### src/rtl/seq_sqrt_div.sv
// Iterative restoring square root / fixed-point divider sharing one shift/remainder datapath.
// One result bit per CALC cycle, a single ROUND cycle, then a one-cycle DONE pulse.
module seq_sqrt_div #(
  parameter int W = 16,
  parameter int F = W / 2
) (
  input  logic             CLK,
  input  logic             RESET_N,
  input  logic             start,
  input  logic             mode,
  input  logic [W-1:0]     dat_a,
  input  logic [W/2-1:0]   dat_b,
  output logic [W+F-1:0]   result,
  output logic             dz,
  output logic             busy,
  output logic             done
);

  localparam int H  = W / 2;
  localparam int RW = H + 1;       // holds sqrt remainder (<= 2r) and divide remainder (< divisor)
  localparam int SW = W + F + 1;   // dividend/radicand shifter, includes the guard position
  localparam int CW = $clog2(SW + 1);

  typedef enum logic [1:0] {IDLE, CALC, ROUND, DONE} state_t;

  state_t          state, state_next;
  logic            op_mode, op_mode_next;
  logic [H-1:0]    divisor, divisor_next;
  logic [SW-1:0]   shifter, shifter_next;
  logic [SW-1:0]   quot, quot_next;
  logic [RW-1:0]   rem, rem_next;
  logic [CW-1:0]   cnt, cnt_next;
  logic [W+F-1:0]  result_next;
  logic            dz_next;

  logic [H+2:0]    sq_tmp, sq_trial;
  logic [RW-1:0]   dv_tmp, dv_sub;
  logic [H-1:0]    root;
  logic            sq_up;
  logic [W+F-1:0]  sq_res, dv_res;

  assign busy = (state != IDLE);
  assign done = (state == DONE);

  always_comb begin
    sq_tmp   = {rem, shifter[SW-1:SW-2]};
    sq_trial = {1'b0, quot[H-1:0], 2'b01};
    dv_tmp   = {rem[H-1:0], shifter[SW-1]};
    dv_sub   = {1'b0, divisor};
    root     = quot[H-1:0];
    // Round up only when the remainder shows the true root is past r+0.5, and r+1 still fits.
    sq_up    = (rem > {1'b0, root}) && (root != {H{1'b1}});
    sq_res   = {{(W+F-H){1'b0}}, root + {{(H-1){1'b0}}, sq_up}};
    dv_res   = quot[SW-1:1] + {{(W+F-1){1'b0}}, quot[0]};
  end

  always_comb begin
    state_next   = state;
    op_mode_next = op_mode;
    divisor_next = divisor;
    shifter_next = shifter;
    quot_next    = quot;
    rem_next     = rem;
    cnt_next     = cnt;
    result_next  = result;
    dz_next      = dz;
    case (state)
      IDLE: begin
        if (start) begin
          op_mode_next = mode;
          divisor_next = dat_b;
          shifter_next = {dat_a, {(F+1){1'b0}}};
          quot_next    = '0;
          rem_next     = '0;
          if (mode && (dat_b == '0)) begin
            cnt_next    = '0;
            result_next = '1;
            dz_next     = 1'b1;
            state_next  = DONE;
          end else begin
            cnt_next   = mode ? CW'(SW) : CW'(H);
            state_next = CALC;
          end
        end
      end
      CALC: begin
        if (op_mode) begin
          shifter_next = {shifter[SW-2:0], 1'b0};
          if (dv_tmp >= dv_sub) begin
            rem_next  = dv_tmp - dv_sub;
            quot_next = {quot[SW-2:0], 1'b1};
          end else begin
            rem_next  = dv_tmp;
            quot_next = {quot[SW-2:0], 1'b0};
          end
        end else begin
          shifter_next = {shifter[SW-3:0], 2'b00};
          if (sq_tmp >= sq_trial) begin
            rem_next  = RW'(sq_tmp - sq_trial);
            quot_next = {quot[SW-2:0], 1'b1};
          end else begin
            rem_next  = RW'(sq_tmp);
            quot_next = {quot[SW-2:0], 1'b0};
          end
        end
        cnt_next = cnt - 1'b1;
        if (cnt == CW'(1)) state_next = ROUND;
      end
      ROUND: begin
        result_next = op_mode ? dv_res : sq_res;
        dz_next     = 1'b0;
        state_next  = DONE;
      end
      DONE: state_next = IDLE;
      default: state_next = IDLE;
    endcase
  end

  always_ff @(posedge CLK or negedge RESET_N) begin
    if (!RESET_N) begin
      state   <= IDLE;
      op_mode <= 1'b0;
      divisor <= '0;
      shifter <= '0;
      quot    <= '0;
      rem     <= '0;
      cnt     <= '0;
      result  <= '0;
      dz      <= 1'b0;
    end else begin
      state   <= state_next;
      op_mode <= op_mode_next;
      divisor <= divisor_next;
      shifter <= shifter_next;
      quot    <= quot_next;
      rem     <= rem_next;
      cnt     <= cnt_next;
      result  <= result_next;
      dz      <= dz_next;
    end
  end

endmodule

### config.mk
export PLATFORM = sky130hd
export DESIGN_NAME = seq_sqrt_div
export DESIGN_NICKNAME = d
export VERILOG_FILES = /design/src/rtl/seq_sqrt_div.sv
export SDC_FILE = /design/constraint.sdc
export NUM_CORES = 1
export LEC_CHECK = 0
export BUFFER_PORTS_ARGS = -buffer_cell sky130_fd_sc_hd__buf_2
export CAP_MARGIN = 20
export CORE_MARGIN = 5
export CORE_UTILIZATION = 50
export CTS_CLUSTER_SIZE = 28
export DETAILED_ROUTE_END_ITERATION = 16
export GPL_TIMING_DRIVEN = 0
export PLACE_DENSITY = 0.65
export RECOVER_POWER = 100
export SLEW_MARGIN = 0
export SYNTH_ARGS = -nofsm -noshare
export SYNTH_HDL_FRONTEND = slang
export SYNTH_SLANG_ARGS = --single-unit
### constraint.sdc
create_clock -name CLK -period 3.8 [get_ports CLK]
set_clock_uncertainty 0.1 [all_clocks]
set_input_delay 0.38 -clock CLK [delete_from_list [all_inputs] [get_ports CLK]]
set_output_delay 0.38 -clock CLK [all_outputs]
set_load 0.01 [all_outputs]
# Word level (Yosys, flattened, before mapping)
# Cells that the tools add are included.
[classes]
n_eq_ne = 8
reduce_logical = 11
magnitude_cmp = 3
addsub = 5
n_mux = 28
[ops]
columns = ["op", "n"]
rows = [
  ["case mux 25 bit (2 select lines)", 2],
  ["2-to-1 mux 25 bit", 3],
  ["2-to-1 mux 24 bit", 3],
  ["case mux 24 bit (2 select lines)", 1],
  ["2-to-1 mux 9 bit", 4],
  ["adder 24 x 1 -> 24 bit", 1],
  ["case mux 9 bit (2 select lines)", 1],
  ["2-to-1 mux 5 bit", 3],
  ["greater-or-equal comparator 11 x 10 -> 1 bit", 1],
  ["case mux 5 bit (2 select lines)", 1],
  ["greater-or-equal comparator 9 x 8 -> 1 bit", 1],
  ["greater-than comparator 9 x 8 -> 1 bit", 1],
  ["subtractor 9 x 8 -> 9 bit", 1],
  ["subtractor 9 bit", 1],
  ["adder 8 x 1 -> 8 bit", 1],
  ["logical NOT 8 bit", 1],
  ["inequality test 8 bit, second input constant", 1],
  ["case mux 2 bit (4 select lines)", 1],
  ["2-to-1 mux 2 bit", 3],
  ["inequality test 2 bit, second input constant", 3],
  ["AND reduction 2 bit", 3],
  ["nonzero test 2 bit", 3],
  ["== test 5 x 1 -> 1 bit, second input constant", 1],
  ["2-to-1 mux 1 bit", 5],
  ["other kinds (7)", 9],
]
[word_totals]
ff_bits = 100
wordCells = 64

# Longest topological paths before layout
[depth]
ltp_word = 5
ltp_mapped = 15
ltp_nobuf = 14

# Worst setup path after synthesis
# No wires, ideal clock.
[synth_path]
path_kind = "flip-flop to flip-flop"
from = "reg quot[2]"
to = "reg result[7]"
arrival_ns = 2.718
n_path_buf = 1
path_slack_ns = 0.841
required_ns = 3.559
setup_time_ns = 0.141
stages_incl_launch_ff = 16
cell_sequence = "dfrtp_1 > clkbuf_1 > inv_1 > ha_1 > a21o_1 > a31oi_1 > o21a_1 > o21a_1 > a221oi_1 > ha_1 > nand2_1 > nor2_1 > and3_1 > o22a_1 > o211ai_1 > a31oi_1"
[synth_via]
elab_chain_len = 5
word_cells_on_any_way = 7
cone_classes = "2 x add/sub; 1 x order compare; 1 x eq/ne; 2 x mux; 1 x reduce/logical"
[synth_rtl]
columns = ["element", "line", "text"]
rows = [
  ["start: declaration", "30", "logic [SW-1:0] quot, quot_next;"],
  ["start signal: assignment", "135", "quot <= quot_next;"],
  ["greater-than comparator 9 x 8 -> 1 bit / inequality test 8 bit (equally long branches)", "52", "sq_up = (rem > {1'b0, root}) && (root != {H{1'b1}});"],
  ["logical AND 1 bit", "52", ""],
  ["adder 8 x 1 -> 8 bit", "53", "sq_res = {{(W+F-H){1'b0}}, root + {{(H-1){1'b0}}, sq_up}};"],
  ["2-to-1 mux 24 bit *", "110", "result_next = op_mode ? dv_res : sq_res;"],
  ["case mux 24 bit (2 select lines) *", "67", "case (state)"],
  ["end signal: assignment", "138", "result <= result_next;"],
  ["end: declaration", "13", "output logic [W+F-1:0] result,"],
]
# Mark *: on every way between the ends. The rest lies on a longest branch, timed or not.
# A chain may end at the register's enable or synchronous reset.

# Worst setup path in the final report
# Ends and elaborated chain as after synthesis.

==> results by group <==
Route
  • Via density: 5.78
  • Pre-antenna DRT Iters: 4
  • DRT iter0 DRCs: 323
  • Total wire length: 13.9 mm
  • DRC: 0
  • Via Count: 4867
  • Average wire per standard cell: 16.5 microns
  • Routed Antenna Nets: 0

CTS
  • TritonCTS clock tree: built
  • CTS HTree Levels: 3
  • Postcts setup bufs: 0
  • # clock sinks: 91
  • Worst-case clock buffer depth: 2
  • Clock transition at path regs: 0.07 ns
  • CTS buffer count: 9
  • Clock Latency Late Sink: 0.35 ns
  • Root Buffer: clkbuf_16
  • Post-CTS sizing: 0

Final layout
  • Final layout net count: 756
  • # diodes: 0
  • Share of layout cells above drive strength 1: 8.83%
  • Fillers: 1011
  • Non-filler cells, final: 842
  • Area growth, synth to finish: 12.3%

STA
  • Fin crit share: 90.9%
  • Slew Viols, Final: 68
  • F_max: 289 MHz
  • Final worst slack: 0.344 ns
  • Final hold vios: 0
  • Worst hold slack: 0.178 ns
  • RSZ-0062 raised after global routing: no
  • Setup TNS Final: 0 ns
  • Max transition margin: -0.731%
  • Final Critical Period: 3.46 ns
  • Final setup viols: 0
  • Least-Margin Pin Slew: 1.51 ns

Floorplan
  • Die Y: 116 microns
  • Initial Util: 51.7%
  • Die ar.: 0.0135 sq mm
  • Ports: 55
  • Row cnt: 38
  • CORE AREA: 0.0109 sq mm
  • Die W: 116 microns

Synthesis
  • Synth Cell Area: 0.00565 sq mm
  • Area leader, netlist: dfrtp_1
  • Yosys cell types: 63
  • Synthesis-stage register bit count: 91
  • Cells after Synth: 631
  • Sequential area share after synthesis: 40.3%
  • Area contributors post-synth: dfrtp_1, ha_1, o21ai_0
  • Top_reg_cell synth: dfrtp_1
  • Syn_nets: 689
  • Yosys warns: 0
  • Synth async-reset ratio: 100%
  • Post-synth EDFFs: 0
  • Area share of the leading cell type in the synthesized netlist: 40.3%
  • Synthesized area per cell: 8.95 sq um

Critical path
  • Reg2reg end: result[7]
  • Critical Path End Type: register
  • WP data required: 3.90 ns
  • WP data arrival: 3.56 ns
  • CP Class: register to register
  • Worst reg2reg setup slack: 0.34 ns
  • R2R depth: 15
  • CP Launch Type: register
  • CP Max Fanout: 9
  • Reg2Reg Launch Point: quot[2]

GRT
  • Initial antenna violation count: 0
  • GRT met2 Usage: 35.6%
  • Vias in the first global route: 4900
  • Met3 GRT Util: 2.85%
  • First-pass GRT wire length: 23.9 mm
  • GRT Total Usage: 21.9%
  • GR peak layer: met2
  • GRT overflow: 0
  • Largest net degree at the start of global routing: 69
  • GR Util met1: 29.9%

Min path
  • Tightest Hold Check Type: input port to register
  • Worst Hold End: divisor[6]
  • Hold_sp: dat_b[6]
  • Hold Path Cell Cnt: 2

Pwr
  • Pwr/cell area: 923 mW/mm^2
  • VDD IR-drop max: 379 uV
  • Static leakage: 2.77 nW

Run status
  • Failing checks: capacitance limit, slew limit
  • Outcome: finished, violations left

Job
  • Max_cap viols: 1

Place
  • Gp weighted congestion: 0.875
  • Post-placement cell count: 826
  • DP HPWL: 10.3 mm
  • Port Buf Inserts: 54
  • Dpl ws: 0.384 ns
-- layout by cell type, fill, tap and decap left out, types with 3 or more instances in the layout --
cell / count
buf_1: 3
ha_1: 29
a211oi_1: 4
inv_1: 34
mux2i_1: 22
a31oi_1: 16
nand2_1: 79
xor2_1: 15
buf_2: 28
o211ai_1: 14
and3_1: 6
clkbuf_1: 54
nor4_1: 5
nor2_1: 35
mux2_2: 11
nor2b_1: 4
clkbuf_16: 9
o21ai_0: 65
o21a_1: 5
nand3_1: 23
nor3_2: 3
a21oi_1: 38
and4_1: 3
nand2b_1: 3
xnor2_1: 14
clkbuf_2: 3
a22o_1: 17
dfrtp_1: 91
nor3_1: 10
nand4_1: 4
or3_1: 3
a211o_1: 3
a21o_1: 8
-- cell families after synthesis --
logic type      synth area share [%]
simple gates                    16.0
flops                           40.3
buf+inv                         4.80
fa+ha+maj                       6.78
mux                             6.09
compound gates                  21.5
xor+xnor                        4.50
-- registers in the layout, summed over array words and instances, names as in the netlist, 2 cells and up --
signal	count
shifter	16
state	2
result	24
divisor	8
rem	9
quot	25
cnt	5
-- report_power, final --
| part | switching (mW) | internal (mW) | total [mW] |
|---|---|---|---|
| Clock | 0.404 | 0.516 | 0.920 |
| Sequential | 0.292 | 1.31 | 1.60 |
| Combinational | 2.02 | 1.32 | 3.34 |
| Total | 2.72 | 3.14 | 5.86 |
-- stage by stage --
stage               cell area, sq um  utilization [%]  power (mW)
finish                          6340             58.0        5.86
detailed placement              6130             56.0        4.99
global route                    6340             58.0        6.38
global placement                6100             55.7        4.90
floorplan                       5650                -        4.13
CTS                             6430             58.8        5.93
-- layout make-up --
cell class	count	area (sq um)	share of cell area [%]
plain buffers	33	129	2.03
multi-input cells	472	3080	48.6
well taps	140	175	2.76
repair buffers	56	250	3.94
clock inverters	6	72.6	1.14
flip-flops and latches	91	2280	35.9
clock buffers	9	225	3.55
inverters	35	131	2.07
-- worst max-delay path by stage --
stage / from / to / slack (ns) / cells past startpoint
after CTS: quot[2] / result[7] / 0.35 / 15
final: quot[2] / result[7] / 0.34 / 15
after global routing: quot[2] / result[7] / 0.06 / 15
after detailed placement: quot[2] / result[7] / 0.38 / 15
after floorplan: quot[2] / result[7] / 0.84 / 15
after global placement: quot[2] / result[7] / 0.44 / 15
-- Yosys cell counts (3+ instances only) --
| cell | n |
|---|---|
| a211o_1 | 3 |
| a211oi_1 | 4 |
| a21o_1 | 8 |
| a21oi_1 | 38 |
| a22o_1 | 17 |
| a31oi_1 | 16 |
| and3_1 | 6 |
| and4_1 | 3 |
| buf_1 | 5 |
| buf_2 | 4 |
| clkbuf_1 | 20 |
| clkbuf_2 | 3 |
| dfrtp_1 | 91 |
| ha_1 | 29 |
| inv_1 | 34 |
| mux2_2 | 11 |
| mux2i_1 | 22 |
| nand2_1 | 79 |
| nand2b_1 | 3 |
| nand3_1 | 23 |
| nand4_1 | 4 |
| nor2_1 | 35 |
| nor2b_1 | 4 |
| nor3_1 | 10 |
| nor3_2 | 3 |
| nor4_1 | 5 |
| o211ai_1 | 13 |
| o21a_1 | 5 |
| o21ai_0 | 65 |
| or3_1 | 3 |
| xnor2_1 | 14 |
| xor2_1 | 15 |
-- layer usage --
layer	up-vias	share of wire (%)
met1	2319	47
met2	120	46
met3	25	4.6
met5	-	0
met4	0	2.2
li1	2403	-
-- critical path, stage by stage, from the launching register on --
cell,delay (ns)
dfrtp_1,0.36
clkbuf_1,0.35
inv_1,0.15
ha_1,0.39
a21o_1,0.22
a31oi_1,0.26
o21a_1,0.17
o21a_1,0.11
a221oi_1,0.05
ha_1,0.25
nand2_1,0.13
nor2_1,0.08
and3_1,0.19
o22a_1,0.19
o211ai_1,0.20
a31oi_1,0.11
-- what timing repair did --
item	4_1_cts	5_1_grt
hold buffers	1	0
endpoints found under the hold margin	23	0
setup endpoints to repair	0	0
Note: power is estimated with default switching activity, not from simulation.
